$ cat config.mk
export PLATFORM = sky130hd
export DESIGN_NAME = cdb_arbiter_flat
export DESIGN_NICKNAME = d
export VERILOG_FILES = /design/src/rtl/cdb_arbiter_pkg.sv /design/src/rtl/cdb_arbiter_if.sv /design/src/rtl/cdb_arbiter_rr_pick.sv /design/src/rtl/cdb_arbiter.sv /design/src/flat_wrapper.sv
export SDC_FILE = /design/constraint.sdc
export NUM_CORES = 1
export LEC_CHECK = 0
export CAP_MARGIN = 0
export CORE_MARGIN = 4
export CORE_UTILIZATION = 43
export CTS_CLUSTER_DIAMETER = 200
export DETAILED_ROUTE_END_ITERATION = 10
export GPL_TIMING_DRIVEN = 0
export PLACE_DENSITY = 0.82
export SYNTH_ARGS = -nofsm -noshare
export SYNTH_HDL_FRONTEND = slang
export SYNTH_SLANG_ARGS = --single-unit
$ cat constraint.sdc
create_clock -name clk -period 4.2 [get_ports clk]
set_input_delay 0.84 -clock clk [delete_from_list [all_inputs] [get_ports clk]]
set_output_delay 0.84 -clock clk [all_outputs]
set_load 0.1 [all_outputs]
$ cat src/rtl/cdb_arbiter_pkg.sv
// rtl/cdb_arbiter_pkg.sv - shared sizes, source indices and pointer helper for the CDB arbiter
package cdb_arbiter_pkg;
   localparam int N_SRC    = 4;
   localparam int DATA_W   = 32;
   localparam int LABEL_W  = 4;
   localparam int MAX_WAIT = 15;
   localparam int PTR_W    = $clog2(N_SRC);
   localparam int CNT_W    = $clog2(MAX_WAIT + 1);

   localparam logic [LABEL_W-1:0] NO_LABEL = '0;

   typedef enum logic [PTR_W-1:0] {
      SRC_ALU = 2'd0,
      SRC_MUL = 2'd1,
      SRC_DIV = 2'd2,
      SRC_LS  = 2'd3
   } src_e;

   function automatic logic [PTR_W-1:0] next_ptr(input logic [PTR_W-1:0] idx);
      return (int'(idx) == N_SRC - 1) ? '0 : idx + PTR_W'(1);
   endfunction
endpackage

$ cat src/rtl/cdb_arbiter_if.sv
// rtl/cdb_arbiter_if.sv - require/requireAC request side and registered broadcast side of the CDB
interface cdb_arbiter_if;
   import cdb_arbiter_pkg::*;

   logic [N_SRC-1:0]         require;
   logic [N_SRC*DATA_W-1:0]  data_in;
   logic [N_SRC*LABEL_W-1:0] label_in;
   logic [N_SRC-1:0]         requireAC;
   logic                     BCEN;
   logic [DATA_W-1:0]        BCdata;
   logic [LABEL_W-1:0]       BClabel;
   logic [N_SRC-1:0]         starve_err;

   modport master (
      output require, data_in, label_in,
      input  requireAC, BCEN, BCdata, BClabel, starve_err
   );

   modport slave (
      input  require, data_in, label_in,
      output requireAC, BCEN, BCdata, BClabel, starve_err
   );
endinterface

$ cat src/rtl/cdb_arbiter_rr_pick.sv
// rtl/cdb_arbiter_rr_pick.sv - combinational round-robin one-hot picker starting at ptr
module cdb_arbiter_rr_pick
   import cdb_arbiter_pkg::*;
(
   input  logic [N_SRC-1:0] i_req,
   input  logic [PTR_W-1:0] i_ptr,
   output logic [N_SRC-1:0] o_grant,
   output logic [PTR_W-1:0] o_grant_idx
);
   logic             w_found;
   logic [PTR_W-1:0] w_idx;

   always_comb begin
      o_grant     = '0;
      o_grant_idx = '0;
      w_found     = 1'b0;
      w_idx       = '0;
      for (int k = 0; k < N_SRC; k++) begin
         w_idx = PTR_W'((int'(i_ptr) + k) % N_SRC);
         if (!w_found && i_req[w_idx]) begin
            w_found        = 1'b1;
            o_grant[w_idx] = 1'b1;
            o_grant_idx    = w_idx;
         end
      end
   end
endmodule

$ cat src/rtl/cdb_arbiter.sv
// rtl/cdb_arbiter.sv - round-robin CDB grant, registered broadcast and per-unit starvation watch
module cdb_arbiter
   import cdb_arbiter_pkg::*;
(
   input logic          clk,
   input logic          nRST,
   cdb_arbiter_if.slave bus
);
   logic [PTR_W-1:0]   r_ptr;
   logic               r_bcen;
   logic [DATA_W-1:0]  r_bcdata;
   logic [LABEL_W-1:0] r_bclabel;
   logic [CNT_W-1:0]   r_wait [N_SRC];
   logic [N_SRC-1:0]   r_starve;

   logic [N_SRC-1:0]   w_pick;
   logic [N_SRC-1:0]   w_grant;
   logic [PTR_W-1:0]   w_idx;
   logic               w_any;
   logic [CNT_W-1:0]   w_wait_nxt [N_SRC];

   cdb_arbiter_rr_pick u_pick (
      .i_req       (bus.require),
      .i_ptr       (r_ptr),
      .o_grant     (w_pick),
      .o_grant_idx (w_idx)
   );

   // Everything downstream keys off w_grant, so a grant seen during reset is void everywhere.
   assign w_grant = nRST ? '0 : w_pick;
   assign w_any   = |w_grant;

   assign bus.requireAC  = w_grant;
   assign bus.BCEN       = r_bcen;
   assign bus.BCdata     = r_bcdata;
   assign bus.BClabel    = r_bclabel;
   assign bus.starve_err = r_starve;

   always_ff @(posedge clk) begin
      if (nRST) begin
         r_ptr     <= '0;
         r_bcen    <= 1'b0;
         r_bcdata  <= '0;
         r_bclabel <= NO_LABEL;
      end else begin
         r_bcen <= w_any;
         if (w_any) begin
            r_bcdata  <= bus.data_in[w_idx*DATA_W +: DATA_W];
            r_bclabel <= bus.label_in[w_idx*LABEL_W +: LABEL_W];
            r_ptr     <= next_ptr(w_idx);
         end
      end
   end

   always_comb begin
      for (int i = 0; i < N_SRC; i++) begin
         w_wait_nxt[i] = '0;
         if (bus.require[i] && !w_grant[i])
            w_wait_nxt[i] = (r_wait[i] == CNT_W'(MAX_WAIT)) ? r_wait[i] : r_wait[i] + CNT_W'(1);
      end
   end

   always_ff @(posedge clk) begin
      if (nRST) begin
         r_starve <= '0;
         for (int i = 0; i < N_SRC; i++) r_wait[i] <= '0;
      end else begin
         for (int i = 0; i < N_SRC; i++) begin
            r_wait[i] <= w_wait_nxt[i];
            if (w_wait_nxt[i] == CNT_W'(MAX_WAIT)) r_starve[i] <= 1'b1;
         end
      end
   end
endmodule

$ cat src/flat_wrapper.sv
// flat-port wrapper written by rule: the top's interface ports become plain ports
module cdb_arbiter_flat import cdb_arbiter_pkg::*;
  (clk, nRST, bus_require, bus_data_in, bus_label_in, bus_requireAC, bus_BCEN, bus_BCdata, bus_BClabel, bus_starve_err);
  cdb_arbiter_if bus_i ();
  input logic clk;
  input logic nRST;
  input wire logic [$bits(bus_i.require)-1:0] bus_require;
  input wire logic [$bits(bus_i.data_in)-1:0] bus_data_in;
  input wire logic [$bits(bus_i.label_in)-1:0] bus_label_in;
  output wire logic [$bits(bus_i.requireAC)-1:0] bus_requireAC;
  output wire logic [$bits(bus_i.BCEN)-1:0] bus_BCEN;
  output wire logic [$bits(bus_i.BCdata)-1:0] bus_BCdata;
  output wire logic [$bits(bus_i.BClabel)-1:0] bus_BClabel;
  output wire logic [$bits(bus_i.starve_err)-1:0] bus_starve_err;
  assign bus_i.require = bus_require;
  assign bus_i.data_in = bus_data_in;
  assign bus_i.label_in = bus_label_in;
  assign bus_requireAC = bus_i.requireAC;
  assign bus_BCEN = bus_i.BCEN;
  assign bus_BCdata = bus_i.BCdata;
  assign bus_BClabel = bus_i.BClabel;
  assign bus_starve_err = bus_i.starve_err;
  cdb_arbiter u_core (.clk(clk), .nRST(nRST), .bus(bus_i));
endmodule
# Word-level counts from Yosys, hierarchy flattened
# Memories as Yosys holds them, arrays and structs flattened.
# Index checks and enable logic that the tools add are counted.
# W data, S select, Z words.
[totals]
input_bits = 150
out_inout_bits = 45
ramBits = 16
wordCells = 106
n_memories = 1
reg_bits = 43
[memory_table]
columns = ["memory", "depth", "width", "read_ports", "rd_ports_with_merged_regs", "wr", "line", "rtl"]
rows = [
  ["u_core.r_wait", 4, 4, 4, 0, 4, "cdb_arbiter.sv:13", "logic [CNT_W-1:0] r_wait [N_SRC];"],
]
[op_classes]
addsub = 8
n_eq_ne = 9
n_bitwise = 7
order_cmp = 8
n_reduce_logical = 19
n_mux = 44
shift = 2
[ops]
columns = ["op", "count"]
rows = [
  ["$shiftx A128 B8 Y32", 1],
  ["$mux W4", 17],
  ["$eq A4 B4 Y1 const B", 8],
  ["$add A4 B1 Y4 const B", 4],
  ["$shiftx A16 B5 Y4", 1],
  ["$mux W1", 14],
  ["$lt A2 B3 Y1 const B", 4],
  ["$or A4 B4 Y4", 3],
  ["$logic_and A1 B1 Y1", 11],
  ["$mux W2", 5],
  ["$bmux W1 S2", 4],
  ["$demux W1 S2", 4],
  ["$ge A2 B1 Y1 const B", 4],
  ["$logic_not A1 Y1", 7],
  ["$add A2 B1 Y2 const B", 2],
  ["$add A2 B2 Y2 const B", 2],
  ["$or A1 B1 Y1", 4],
  ["$reduce_or A4 Y1", 1],
  ["$eq A2 B1 Y1 const B", 1],
]

# Depth between registers and ports, before layout
[depth]
ltp_word = 17
mapped_depth = 13
depth_no_buf = 9

# By module
# From an unflattened synthesis, not the netlist that was laid out.
[hier_totals]
hier_cells = 389
area_unflattened_um2 = 3863.7
[by_module_without_submodules]
columns = ["mod", "n_inst", "area_per_inst_um2", "seq_area_each_um2", "cells_per_inst"]
rows = [
  ["cdb_arbiter", 1, 3374.5, 1181.1, 324],
  ["cdb_arbiter_rr_pick", 1, 489.2, 0.0, 65],
]

# Worst setup path before layout
# OpenSTA, ideal clock, no wires.
[synth_path]
path_kind = "reg-to-output"
start = "reg u_core.r_ptr[1]"
end = "out bus_requireAC[2]"
path_buffers = 2
stages_incl_launch_ff = 11
t_arrival_ps = 3478
slack_ps = -118
t_required_ps = 3360
cell_sequence = "dfxtp_1 buf_2 inv_1 ha_1 buf_2 mux2_2 nand2_1 a21oi_1 o31ai_1 a21oi_1 nor2_1"
[synth_via]
elab_chain_cells = 13
word_cells_on_any_way = 48
cone_classes = "add/sub: 3; order compare: 8; mux: 24; bitwise: 3; reduce/logical: 10"
[synth_rtl]
columns = ["item", "line", "rtl"]
rows = [
  ["start, declared", "cdb_arbiter.sv:9", "logic [PTR_W-1:0] r_ptr;"],
  ["start signal, assigned", "cdb_arbiter.sv:50", "r_ptr <= next_ptr(w_idx);"],
  ["branches (longest 11 deep; another with $lt A2 B3 Y1)", "n/a", ""],
  ["$mux W4 (*)", "cdb_arbiter_rr_pick.sv:20", "if (!w_found && i_req[w_idx]) begin"],
  ["$mux W4 (*)", "cdb_arbiter.sv:30", "assign w_grant = nRST ? '0 : w_pick;"],
  ["end, declared", "flat_wrapper.sv:10", "output wire logic [$bits(bus_i.requireAC)-1:0] bus_requireAC;"],
]
# Every way passes the cells marked *. The select of a mux whose other input is x is not followed.

==> run_results.csv <==
group,metric,value,unit
global_routing,grt_usage,22.5,%
route,ant_nets,0,
synth,yosysWarnings,0,
route,vias_per_cell,5.36,
timing,finalMaxSlewViolations,0,
worst_setup_path,slowest_stage,"dfxtp_1",
global_routing,grt_pass1_wl,21.2,mm
final_layout,regArea,1180,um2
route,drc,0,
power_and_ir_drop,peakVddDrop,431,uV
floorplan,dieArea,11900,um2
worst_setup_path,cp_num_buf_inv,4,
timing,fmax,248,MHz
final_layout,nets,850,
floorplan,rows,36,
route,dr.pass1.iters,5,
worst_setup_path,crit_family,"buffers and inverters",
synth,synth_cell_types,57,
clock_tree,clockBufferDepth,2,
flow_run,drv_cap,0,
final_layout,multi_input_area,2990,um2
floorplan,start_util,44.6,%
timing,setup_tns,0,ns
clock_tree,cts-root-buf,"clkbuf_8",
worst_setup_path,reg2reg_setup_slack,0.55,ns
global_routing,grt_pass1_vias,4409,
clock_tree,post_cts_buffers,0,
global_routing,gr-total-overflow,0,
timing,finalHoldViolations,0,
synth,syn_area,4400,um2
route,wl_per_cell,16.7,um
worst_setup_path,cp_slowest_stage_delay,0.50,ns
clock_tree,cts-hold-fix-buffers,0,
worst_setup_path,r2r-end,"u_core.bus.BCdata[6]",
clock_tree,clk_pin_slew_worst_paths,0.08,ns
worst_setup_path,worstSetupPathType,"reg -> out",
route,num_vias,4431,
synth,syn_nets,646,
timing,slew_headroom,28.4,%
worst_setup_path,endpoint_kind,"output port",
final_layout,n_antenna_cell,0,
worst_setup_path,crit_path_end,"bus_requireAC[3]",
final_layout,final.fill_count,777,
worst_setup_path,r2r_cells,12,
timing,setup_viol,0,
global_routing,grt_max_degree,13,
timing,fin_worst_skew,0.0116,ns
floorplan,die_x,109,um
synth,syn_inst,484,
clock_tree,cts_tree,"built",
route,first_iter_violations,182,
final_layout,final_common_cell,"clkdlybuf4s50_1",
worst_hold_path,hold_class,"reg -> reg",
worst_setup_path,cp_data_arrival_time,3.19,ns
power_and_ir_drop,power-per-cell-area,796,nW/um2
power_and_ir_drop,p_total,0.00536,W
final_layout,final_cell_mix,"189 x clkdlybuf4s50_1, 88 x nand2_1, 59 x dfxtp_1, 44 x mux2i_1, 41 x o21ai_0",
final_layout,syn_to_final_growth,53.2,%
status,status,"completed",
floorplan,io_pins,195,
synth,ys.flop_type,"dfxtp_1",
synth,synth_edf_count,0,
clock_tree,insertion_delay,0.34,ns
worst_setup_path,cp.required,3.36,ns
timing,period_share,95.9,%
worst_setup_path,start_kind,"flip-flop",
synth,synth.avg_cell_area,9.08,um2
timing,period_needed,4.03,ns
clock_tree,htreeDepth,3,
worst_setup_path,critical_path.cell_chain,"buf_6, inv_2, ha_1, buf_2, mux2_2, nand2_1, a21oi_1, o31ai_2, a21oi_1, nor2_2, buf_4",
worst_setup_path,cp_max_fo,12,
synth,synthArstFlopShare,0,%
floorplan,die_y,109,um
worst_setup_path,cp_common_cell,"a21oi_1",
clock_tree,cts_made_buffers,9,
timing,rsz0062_at_grt,"false",
synth,synth-seq-area-share,26.9,%
timing,tightest_slew,1.07,ns
global_routing,grt_antenna_before_repair,0,
final_layout,drive_above_1_share,14.4,%
route,routed_wl,13.8,mm
clock_tree,cts_sinks,59,
placed_design,io_buffers,193,
power_and_ir_drop,p_leak,2.53,nW
worst_setup_path,cp.depth,11,
synth,synth_seq_cells,59,
placed_design,dpl.hpwl,11.0,mm
floorplan,coreArea,9860,um2
placed_design,gp_congestion,0.871,
## final cells by class
| cell class | count | share of cell area (%) |
|---|---|---|
| clock buffers | 9 | 1.84 |
| repair buffers | 193 | 28.7 |
| well taps | 133 | 2.47 |
| inverters | 5 | 0.279 |
| flip-flops and latches | 59 | 17.5 |
| multi-input cells | 387 | 44.4 |
| plain buffers | 33 | 3.57 |
| clock inverters | 7 | 1.15 |
## state kept, by name, summed over array words and instances (netlist names), named ones only
register	count
u_core.bus.BClabel	4
u_core.r_ptr	1
u_core.r_wait	16
u_core.bus.BCEN	1
u_core.bus.starve_err	4
u_core.bus.BCdata	32
## worst min-delay path by stage
| stage | end | depth (start not counted) | from | slack, ns |
|---|---|---|---|---|
| finish | u_core.bus.BCdata[7] | 2 | u_core.bus.BCdata[7] | 0.46 |
| global placement | u_core.bus.starve_err[0] | 1 | u_core.bus.starve_err[0] | 0.45 |
| floorplan | u_core.r_wait[0][15] | 1 | u_core.r_wait[0][15] | 0.48 |
| global route | u_core.bus.BCdata[5] | 2 | u_core.bus.BCdata[5] | 0.49 |
| detailed placement | u_core.bus.starve_err[1] | 1 | u_core.bus.starve_err[1] | 0.45 |
| CTS | u_core.bus.BCdata[7] | 2 | u_core.bus.BCdata[7] | 0.46 |
## worst min-delay path: stages (launching register included)
cell	delay [ns]
dfxtp_1	0.31
nand2_1	0.05
o2bb2ai_1	0.06
## cell families (layout without fill, tap and decap cells)
family | Yosys count | after routing | share of synthesized area [%]
AND/OR/NAND/NOR | 160 | 160 | 17.6
buffers and inverters | 38 | 247 | 5.83
flip-flops | 59 | 59 | 26.9
AO/OA/AOI/OAI | 124 | 124 | 23.9
multiplexers | 86 | 86 | 21.4
XOR/XNOR | 5 | 5 | 0.996
adder cells (fa/ha/maj) | 12 | 12 | 3.41
## cell usage after synthesis (all sizes together) (2+ instances only)
cell,count,share of area [%]
or3,2,0.40
nand3,9,1.0
a31oi,5,0.71
buf,20,4.3
nor2,18,1.5
nand2,89,7.8
nand3b,3,0.51
ha,12,3.4
mux2i,45,10
nor3b,9,1.5
inv,4,0.34
a21oi,12,1.6
xnor2,4,0.80
a211oi,5,0.85
a221oi,2,0.40
nand4bb,2,0.51
and3b,2,0.40
dfxtp,59,27
o2bb2ai,36,11
and3,4,0.57
nor2b,2,0.28
o31ai,5,0.85
mux2,39,10
and2,4,0.57
o21a,4,0.68
o21ai,44,5.1
a22oi,2,0.34
nor3,8,0.91
a21o,3,0.51
clkbuf,13,1.1
nand2b,4,0.57
mux4,2,1.0
## report_power, final
part           internal [W]  switching [W]  total (W)  leakage [nW]
Clock              0.000278       0.000250   0.000528        0.0998
Combinational       0.00147        0.00255    0.00401          1.95
Sequential         0.000718      0.0000973   0.000815         0.485
Total               0.00246        0.00289    0.00536          2.53
## layer usage
| metal | track usage, % | vias to the layer above | share of wire (%) |
|---|---|---|---|
| met3 | 5.62 | 14 | 7.5 |
| met1 | 26.4 | 2081 | 40 |
| met2 | 40.5 | 164 | 52 |
| met5 | 0 | - | 0 |
| met4 | 5.68 | 0 | 1.1 |
| li1 | - | 2172 | - |
## what timing repair did
action	in CTS	in global routing
endpoints found under the setup margin	4	4
pin swaps	0	3
gates resized for setup	28	6
## per-stage QoR
stage               std cells  hold slack, ns  setup WS [ns]  instance area, um2  util, %
detailed placement        810           0.454         -0.557                6500     65.9
global placement          810           0.447         -0.516                6500     65.9
CTS                       826           0.465         0.0678                6710     68.0
floorplan                 484           0.484          0.325                4400        -
finish                    826           0.460          0.172                6730     68.3
global route              826           0.485         0.0129                6730     68.3
Power figures use the tool's default switching activity.
